## config.mk

```make
export PLATFORM = sky130hd
export DESIGN_NAME = load_store_unit_flat
export DESIGN_NICKNAME = d
export VERILOG_FILES = /design/src/rtl/load_store_unit_if.sv /design/src/rtl/load_store_unit.sv /design/src/flat_wrapper.sv
export SDC_FILE = /design/constraint.sdc
export NUM_CORES = 1
export LEC_CHECK = 0
export CAP_MARGIN = 10
export CORE_AREA = 2 2 127 98
export DETAILED_ROUTE_END_ITERATION = 10
export DIE_AREA = 0 0 129 100
export PLACE_DENSITY = 0.95
export SYNTH_ARGS = -nofsm -noshare
export SYNTH_HDL_FRONTEND = slang
export SYNTH_SLANG_ARGS = --single-unit
export TNS_END_PERCENT = 20
```

## constraint.sdc

```tcl
create_clock -name ip_clk -period 3.95 [get_ports ip_clk]
set_input_delay 0.395 -clock ip_clk [delete_from_list [all_inputs] [get_ports ip_clk]]
set_output_delay 0.395 -clock ip_clk [all_outputs]
set_load 0.005 [all_outputs]
```

## src/rtl/load_store_unit_if.sv

```systemverilog
// Data-memory bus between the load/store unit (master) and the memory (slave).
interface load_store_unit_if;
  logic        op_dmem_req;
  logic        op_dmem_we;
  logic [31:0] op_dmem_addr;
  logic [3:0]  op_dmem_wstrb;
  logic [31:0] op_dmem_wdata;
  logic        ip_dmem_ack;
  logic [31:0] ip_dmem_rdata;

  modport master (
    output op_dmem_req, op_dmem_we, op_dmem_addr, op_dmem_wstrb, op_dmem_wdata,
    input  ip_dmem_ack, ip_dmem_rdata
  );

  modport slave (
    input  op_dmem_req, op_dmem_we, op_dmem_addr, op_dmem_wstrb, op_dmem_wdata,
    output ip_dmem_ack, ip_dmem_rdata
  );
endinterface

```

## src/rtl/load_store_unit.sv

```systemverilog
// RV32I memory-stage load/store engine: word-aligned bus access with strobes, load extension, stall.
// Optional macro LSU_MISALIGN_TRAP_EN: misaligned halfword/word accesses end with op_bus_err, no bus cycle.
module load_store_unit #(
  parameter int TIMEOUT_CYCLES = 16
) (
  input  logic                     ip_clk,
  input  logic                     ip_rst_n,
  input  logic                     ip_mem_req,
  input  logic                     ip_mem_we,
  input  logic [2:0]               ip_funct3,
  input  logic [31:0]              ip_addr,
  input  logic [31:0]              ip_wdata,
  load_store_unit_if.master        dmem,
  output logic [31:0]              op_Read_Data,
  output logic                     op_done,
  output logic                     op_stall,
  output logic                     op_bus_err
);

  localparam logic [7:0] TMO_LAST = 8'(TIMEOUT_CYCLES - 1);

  typedef enum logic [1:0] {IDLE, REQ, DONE} state_t;

  state_t      state;
  logic [7:0]  tmo_cnt;
  logic [2:0]  funct3_q;
  logic [1:0]  lane_q;

  function automatic logic [31:0] fmt_load(input logic [31:0] rdata,
                                           input logic [2:0]  f3,
                                           input logic [1:0]  lane);
    logic signed [7:0]  b;
    logic signed [15:0] h;
    logic [31:0]        r;
    case (lane)
      2'd0:    b = rdata[7:0];
      2'd1:    b = rdata[15:8];
      2'd2:    b = rdata[23:16];
      default: b = rdata[31:24];
    endcase
    h = lane[1] ? rdata[31:16] : rdata[15:0];
    case (f3)
      3'b000:  r = 32'(b);
      3'b001:  r = 32'(h);
      3'b100:  r = {24'h0, b};
      3'b101:  r = {16'h0, h};
      default: r = rdata;
    endcase
    return r;
  endfunction

  function automatic logic [3:0] st_strb(input logic [2:0] f3, input logic [1:0] lane);
    case (f3)
      3'b000:  return 4'b0001 << lane;
      3'b001:  return lane[1] ? 4'b1100 : 4'b0011;
      default: return 4'b1111;
    endcase
  endfunction

  function automatic logic [31:0] st_data(input logic [2:0] f3, input logic [31:0] wdata);
    case (f3)
      3'b000:  return {4{wdata[7:0]}};
      3'b001:  return {2{wdata[15:0]}};
      default: return wdata;
    endcase
  endfunction

`ifdef LSU_MISALIGN_TRAP_EN
  // Byte accesses never trap; halfwords need addr[0]=0, everything else is a word access.
  function automatic logic misaligned(input logic we, input logic [2:0] f3, input logic [1:0] lane);
    logic is_byte;
    logic is_half;
    is_byte = (f3 == 3'b000) || (!we && f3 == 3'b100);
    is_half = (f3 == 3'b001) || (!we && f3 == 3'b101);
    if (is_byte)      return 1'b0;
    else if (is_half) return lane[0];
    else              return |lane;
  endfunction
`endif

  always_ff @(posedge ip_clk or negedge ip_rst_n) begin
    if (!ip_rst_n) begin
      state              <= IDLE;
      tmo_cnt            <= '0;
      funct3_q           <= '0;
      lane_q             <= '0;
      dmem.op_dmem_req   <= 1'b0;
      dmem.op_dmem_we    <= 1'b0;
      dmem.op_dmem_addr  <= '0;
      dmem.op_dmem_wstrb <= '0;
      dmem.op_dmem_wdata <= '0;
      op_Read_Data       <= '0;
      op_done            <= 1'b0;
      op_bus_err         <= 1'b0;
    end else begin
      op_done    <= 1'b0;
      op_bus_err <= 1'b0;
      case (state)
        IDLE: begin
          if (ip_mem_req) begin
            funct3_q           <= ip_funct3;
            lane_q             <= ip_addr[1:0];
            tmo_cnt            <= '0;
            dmem.op_dmem_we    <= ip_mem_we;
            dmem.op_dmem_addr  <= {ip_addr[31:2], 2'b00};
            dmem.op_dmem_wstrb <= ip_mem_we ? st_strb(ip_funct3, ip_addr[1:0]) : 4'b0000;
            dmem.op_dmem_wdata <= ip_mem_we ? st_data(ip_funct3, ip_wdata) : 32'h0;
`ifdef LSU_MISALIGN_TRAP_EN
            if (misaligned(ip_mem_we, ip_funct3, ip_addr[1:0])) begin
              state      <= DONE;
              op_done    <= 1'b1;
              op_bus_err <= 1'b1;
            end else begin
              state            <= REQ;
              dmem.op_dmem_req <= 1'b1;
            end
`else
            state            <= REQ;
            dmem.op_dmem_req <= 1'b1;
`endif
          end
        end
        REQ: begin
          // Ack takes priority over a timeout landing in the same cycle.
          if (dmem.ip_dmem_ack) begin
            state            <= DONE;
            dmem.op_dmem_req <= 1'b0;
            op_done          <= 1'b1;
            if (!dmem.op_dmem_we)
              op_Read_Data <= fmt_load(dmem.ip_dmem_rdata, funct3_q, lane_q);
          end else if (tmo_cnt == TMO_LAST) begin
            state            <= DONE;
            dmem.op_dmem_req <= 1'b0;
            op_done          <= 1'b1;
            op_bus_err       <= 1'b1;
            if (!dmem.op_dmem_we)
              op_Read_Data <= '0;
          end else begin
            tmo_cnt <= tmo_cnt + 8'd1;
          end
        end
        DONE:    state <= IDLE;
        default: state <= IDLE;
      endcase
    end
  end

  // Stall is combinational in IDLE so the request cycle itself freezes upstream.
  always_comb begin
    op_stall = 1'b0;
    case (state)
      IDLE:    op_stall = ip_mem_req & ip_rst_n;
      REQ:     op_stall = 1'b1;
      default: op_stall = 1'b0;
    endcase
  end

endmodule

```

## src/flat_wrapper.sv

```systemverilog
// flat-port wrapper written by rule: the top's interface ports become plain ports
module load_store_unit_flat 
#(
  parameter int TIMEOUT_CYCLES = 16
)
  (ip_clk, ip_rst_n, ip_mem_req, ip_mem_we, ip_funct3, ip_addr, ip_wdata, op_Read_Data, op_done, op_stall, op_bus_err, dmem_op_dmem_req, dmem_op_dmem_we, dmem_op_dmem_addr, dmem_op_dmem_wstrb, dmem_op_dmem_wdata, dmem_ip_dmem_ack, dmem_ip_dmem_rdata);
  load_store_unit_if dmem_i ();
  input  logic ip_clk;
  input  logic ip_rst_n;
  input  logic ip_mem_req;
  input  logic ip_mem_we;
  input  logic [2:0] ip_funct3;
  input  logic [31:0] ip_addr;
  input  logic [31:0] ip_wdata;
  output logic [31:0] op_Read_Data;
  output logic op_done;
  output logic op_stall;
  output logic op_bus_err;
  output wire logic [$bits(dmem_i.op_dmem_req)-1:0] dmem_op_dmem_req;
  output wire logic [$bits(dmem_i.op_dmem_we)-1:0] dmem_op_dmem_we;
  output wire logic [$bits(dmem_i.op_dmem_addr)-1:0] dmem_op_dmem_addr;
  output wire logic [$bits(dmem_i.op_dmem_wstrb)-1:0] dmem_op_dmem_wstrb;
  output wire logic [$bits(dmem_i.op_dmem_wdata)-1:0] dmem_op_dmem_wdata;
  input wire logic [$bits(dmem_i.ip_dmem_ack)-1:0] dmem_ip_dmem_ack;
  input wire logic [$bits(dmem_i.ip_dmem_rdata)-1:0] dmem_ip_dmem_rdata;
  assign dmem_op_dmem_req = dmem_i.op_dmem_req;
  assign dmem_op_dmem_we = dmem_i.op_dmem_we;
  assign dmem_op_dmem_addr = dmem_i.op_dmem_addr;
  assign dmem_op_dmem_wstrb = dmem_i.op_dmem_wstrb;
  assign dmem_op_dmem_wdata = dmem_i.op_dmem_wdata;
  assign dmem_i.ip_dmem_ack = dmem_ip_dmem_ack;
  assign dmem_i.ip_dmem_rdata = dmem_ip_dmem_rdata;
  load_store_unit #(.TIMEOUT_CYCLES(TIMEOUT_CYCLES)) u_core (.ip_clk(ip_clk), .ip_rst_n(ip_rst_n), .ip_mem_req(ip_mem_req), .ip_mem_we(ip_mem_we), .ip_funct3(ip_funct3), .ip_addr(ip_addr), .ip_wdata(ip_wdata), .dmem(dmem_i), .op_Read_Data(op_Read_Data), .op_done(op_done), .op_stall(op_stall), .op_bus_err(op_bus_err));
endmodule
```

Word-level counts from Yosys, hierarchy flattened
Index checks and enable logic that the tools add are counted.

Memory bits (read-only): 0. Memories: 0. RAM bits: 0. Output and inout bits: 105. Input bits: 104. Logic and storage cells: 69. Flip-flop bits (word level): 117. Bits in latches: 0.

Bitwise gates (word level): 2. Div/mod/pow operators: 0. Shifts and indexed selects: 1. $add $sub $neg: 1. $mul: 0. Order comparisons: 0. Reduce and logical (&&, ||, !) cells: 11. Mux-type cells: 30. Equal/unequal tests: 12.

Operators by type and width (number): two-way mux 32 bit (5); one-hot mux 32 bit (4 select lines) (1); one-hot mux 32 bit (2 select lines) (1); two-way mux 8 bit (3); one-hot mux 8 bit (3 select lines) (1); two-way mux 16 bit (1); one-hot mux 8 bit (2 select lines) (1); adder 8 x 1 -> 8 bit (second input constant) (1); == test 8 x 4 -> 1 bit (second input constant) (1); two-way mux 1 bit (8); two-way mux 4 bit (2); one-hot mux 4 bit (2 select lines) (1); == test 3 x 1 -> 1 bit (second input constant) (2); == test 3 bit (second input constant) (2); logical NOT 3 bit (2); two-way mux 2 bit (3); != test 2 bit (second input constant) (3); AND reduction 3 bit (2); == test 2 x 1 -> 1 bit (second input constant) (2); logical NOT 2 bit (2); one-hot mux 1 bit (2 select lines) (2); one-hot mux 2 bit (2 select lines) (1); AND reduction 2 bit (2); AND reduction 4 bit (1); 6 further kinds (7).

Longest topological paths before layout
Depth in word-level cells: 5. Gate-level depth with buffers: 7. Depth with buffers taken out: 5.

Worst setup path before layout
No wires, ideal clock.

Path type: register -> register. From: reg u_core.tmo_cnt[4]. To: reg u_core.op_Read_Data[14]. Stages on the path, launching flop included: 7. Setup time: 0.126 ns. Slack: 2.133 ns. Arrival: 1.691 ns. Buffers on the path: 2. Period minus slack after synthesis: 1.817 ns. Required time: 3.824 ns. Path through: dfrtp_1 nor4_2 a21oi_1 or2_1 buf_6 buf_6 a221o_1.

Word-level cells in the longest chain between the ends: 3.

Ends and longest elaborated chain: start, declared (RTL line load_store_unit.sv:25) `logic [7:0] tmo_cnt;`; start signal, assigned (RTL line load_store_unit.sv:139) `tmo_cnt <= tmo_cnt + 8'd1;`; == test 8 x 4 -> 1 bit (RTL line load_store_unit.sv:131) `end else if (tmo_cnt == TMO_LAST) begin`; nonzero test 2 bit (no line); AND reduction 3 bit (no line); end signal, assigned (RTL line load_store_unit.sv:130) `op_Read_Data <= fmt_load(dmem.ip_dmem_rdata, funct3_q, lane_q);`; end, declared (RTL line load_store_unit.sv:14) `output logic [31:0] op_Read_Data,`.

No other way between the ends. A chain may end at the register's enable or synchronous reset.

Final worst setup path
From: in ip_rst_n. To: out op_stall.

Word-level cells in the longest chain between the ends: 2.

Ends and longest elaborated chain: start, declared (RTL line flat_wrapper.sv:9) `input logic ip_rst_n;`; AND 1 bit (RTL line load_store_unit.sv:152) `IDLE: op_stall = ip_mem_req & ip_rst_n;`; one-hot mux 1 bit (2 select lines) (RTL line load_store_unit.sv:151) `case (state)`; end, declared (RTL line flat_wrapper.sv:17) `output logic op_stall;`.

No other way between the ends.

==> impl_metrics.json <==
{
  "gp_congestion": 0.914,
  "powerDensity_mw_per_mm2": 654,
  "multi_input_area_sq_mm": 0.00223,
  "worst_path_max_delay_cell": "dlygate4sd3_1",
  "seqCellArea_sq_mm": 0.00293,
  "fin_nets": 877,
  "die_w_um": 129,
  "setup_viol": 0,
  "cap_viol_max_count": 0,
  "syn_avg_cell_area_sq_um": 9.23,
  "drtIter0Drc": 355,
  "crit_required_ps": 3560,
  "rows": 35,
  "die_h_um": 100,
  "numPortBuffers": 206,
  "grt-ovfl-total": 0,
  "cts_resized": 0,
  "hold_start": "u_core.dmem.op_dmem_wdata[1]",
  "endpoint_kind": "output pin",
  "maxSlewViolCount": 0,
  "syn_inst": 579,
  "via_per_inst": 5.31,
  "clock_path_buffers": 2,
  "cts_buffers": 17,
  "crit_family": "buffers and inverters",
  "final_cell_mix": "205 x clkdlybuf4s50_1, 183 x nand2_1, 117 x dfrtp_1",
  "layout_min_cycle_time_ps": 2520,
  "hold_viol": 0,
  "yosys_warnings": 0,
  "synth_edf_count": 0,
  "cts_tree": "yes",
  "reg2regPathDepth": 4,
  "ir_drop_v": 0.000315,
  "hpwl_um": 11400,
  "core_sq_mm": 0.0119,
  "status": "complete, no violations",
  "crit_path_cell_trace": "dlygate4sd3_1, buf_4, a21oi_1, nor2_1, clkdlybuf4s50_1",
  "cpPeakStageDelay_ps": 530,
  "cts_root_buf": "clkbuf_16",
  "utilization_pct": 67.7,
  "startpoint_type": "input pin",
  "hold_path_depth": 2,
  "setup_tns_ps": 0,
  "finalCritPeriodShare_pct": 63.9,
  "critPathArrivalTime_ps": 2130,
  "ys_seq_area_share_pct": 54.8,
  "crit_fanout": 42,
  "ioPinCount": 209,
  "async_reset_ff_share_pct": 100,
  "synth_top_area_share_pct": 54.8,
  "final_common_cell": "clkdlybuf4s50_1",
  "via_count": 5051,
  "area_growth_pct": 50.3,
  "grtUsageTotal_pct": 25.5,
  "fillers": 913,
  "grt_max_degree": 78,
  "holdPathEnd": "u_core.dmem.op_dmem_wdata[1]",
  "p_leak_nw": 3.64,
  "max_slew_margin_pct": 27.8,
  "hold_class": "reg2reg",
  "post_cts_buffers": 0,
  "synth_area_leader_cell": "dfrtp_1",
  "drive_above_1_share_pct": 7.01,
  "worst_slew_pin_slew_ps": 1080,
  "max_freq_ghz": 0.396,
  "ys_ff_latch": 117,
  "cts_max_level": 4,
  "r2r_end": "u_core.op_Read_Data[16]",
  "place_area_sq_mm": 0.00749,
  "start_util_pct": 45.0,
  "synth_area_leaders": "dfrtp_1 55%, nand2_1 13%, o21ai_0 4.8%",
  "antenna_cells": 0,
  "post_drt_wl_per_cell_um": 16.8,
  "grt_pass1_wl_um": 25500,
  "r2r-start": "u_core.lane_q[1]",
  "grt_pass1_vias": 5029,
  "crit_type": "in2out",
  "clock_skew_ps": 10.6,
  "rsz0062_at_grt": "false",
  "die_area_sq_mm": 0.0129,
  "reg2reg_slack_ps": 1640,
  "clk-insertion-delay-late_ps": 400,
  "ys.flop_type": "dfrtp_1",
  "clock_sinks": 117,
  "synthDistinctLibCells": 47,
  "drt-pass1-iter-count": 6,
  "syn-cell-area_sq_mm": 0.00534,
  "antenna_found_initial": 0,
  "critPathBufInv": 3,
  "drc_errors": 0,
  "post-route-cell-area_sq_mm": 0.00803,
  "antenna_left": 0,
  "cts.clk_slew.worst_paths_ps": 50,
  "wirelength_um": 16000
}
==> state kept, by name (all words and copies together) (netlist names) <==
| register | cells |
|---|---|
| u_core.tmo_cnt | 8 |
| u_core.dmem.op_dmem_wstrb | 4 |
| u_core.op_bus_err | 1 |
| u_core.dmem.op_dmem_req | 1 |
| u_core.state | 2 |
| u_core.dmem.op_dmem_we | 1 |
| u_core.dmem.op_dmem_wdata | 32 |
| u_core.funct3_q | 3 |
| u_core.op_done | 1 |
| u_core.op_Read_Data | 32 |
| u_core.dmem.op_dmem_addr | 30 |
| u_core.lane_q | 2 |
==> timing repair <==
action / CTS / global route
endpoints found under the hold margin: 40 / 0
hold buffers: 1 / 0
setup endpoints to repair: 0 / 0
==> worst min-delay path: cells and delay by family, from the launching register on <==
kind	cells	cell delay, ps
flops	1	340
simple gates	2	100
==> synth_stat cells, types with 2 or more instances <==
| library cell | count |
|---|---|
| buf_2 | 3 |
| and3_1 | 9 |
| buf_1 | 4 |
| o31ai_1 | 17 |
| a21oi_1 | 16 |
| nand4_1 | 2 |
| nand2b_1 | 2 |
| or2_1 | 2 |
| nor2b_1 | 2 |
| inv_1 | 6 |
| nor2_1 | 27 |
| o2bb2ai_1 | 7 |
| nand2_1 | 184 |
| o21ai_0 | 51 |
| clkbuf_1 | 28 |
| o211ai_1 | 2 |
| buf_4 | 2 |
| a21o_1 | 2 |
| dfrtp_1 | 117 |
| a221o_1 | 7 |
| buf_6 | 2 |
| mux2_2 | 9 |
| nand3_1 | 27 |
| or3_1 | 8 |
| nor3b_1 | 2 |
| or2_2 | 2 |
| mux2i_1 | 19 |
==> kinds of logic (layout without fill, tap and decap cells) <==
kind of cell | Yosys count | after routing | share of synthesized area [%]
AOI/OAI and AO/OA | 110 | 110 | 13.0
xor gates and xnor gates | 2 | 2 | 0.328
adders and majority gates | 1 | 1 | 0.234
buffers and inverters | 45 | 250 | 3.65
DFF | 117 | 117 | 54.8
muxes | 29 | 29 | 5.88
other | 1 | 2 | 0.0702
and+or+nand+nor | 274 | 274 | 22.1
==> worst max path at each step <==
stage	startpoint	endpoint	slack (ps)	depth (start not counted)
final	ip_rst_n	op_stall	1430	5
after global routing	ip_rst_n	op_stall	1200	5
after CTS	ip_rst_n	op_stall	1390	5
after detailed placement	dmem_ip_dmem_ack	u_core.op_Read_Data[10]	1570	5
after global placement	ip_mem_req	u_core.dmem.op_dmem_wdata[24]	1650	4
after floorplan	u_core.tmo_cnt[4]	u_core.op_Read_Data[14]	2130	6
==> metrics by stage <==
| stage | instances | hold slack, ps | worst slack [ps] | total power [mW] |
|---|---|---|---|---|
| 6_report | 951 | 467 | 1430 | 5.26 |
| 5_1_grt | 951 | 501 | 1200 | 5.57 |
| 4_1_cts | 951 | 476 | 1390 | 5.28 |
| 3_5_place_dp | 918 | 413 | 1570 | 3.88 |
| 3_3_place_gp | 918 | 404 | 1650 | 3.81 |
| 2_1_floorplan | 580 | 99.4 | 2130 | 2.69 |
==> layer usage <==
layer | vias up | GRT usage (%) | routed length (um)
li1 | 2350 | - | -
met1 | 2443 | 33.6 | 6740
met2 | 232 | 39.8 | 7600
met3 | 26 | 8.42 | 1380
met4 | 0 | 9.20 | 252
met5 | - | 0 | 0
==> cell type report <==
type | instances | area share [%]
sequential | 117 | 36.4
multi-input combinational | 418 | 27.8
timing repair buffer | 212 | 26.2
clock buffer | 17 | 5.30
tap | 166 | 2.59
clock inverter | 15 | 1.37
inverter | 6 | 0.280
==> where the power goes <==
part / total [mW] / switching [mW] / internal [mW]
Sequential: 1.98 / 0.344 / 1.64
Clock: 1.37 / 0.565 / 0.801
Combinational: 1.91 / 0.793 / 1.11
(Power assumes the default switching activity.)
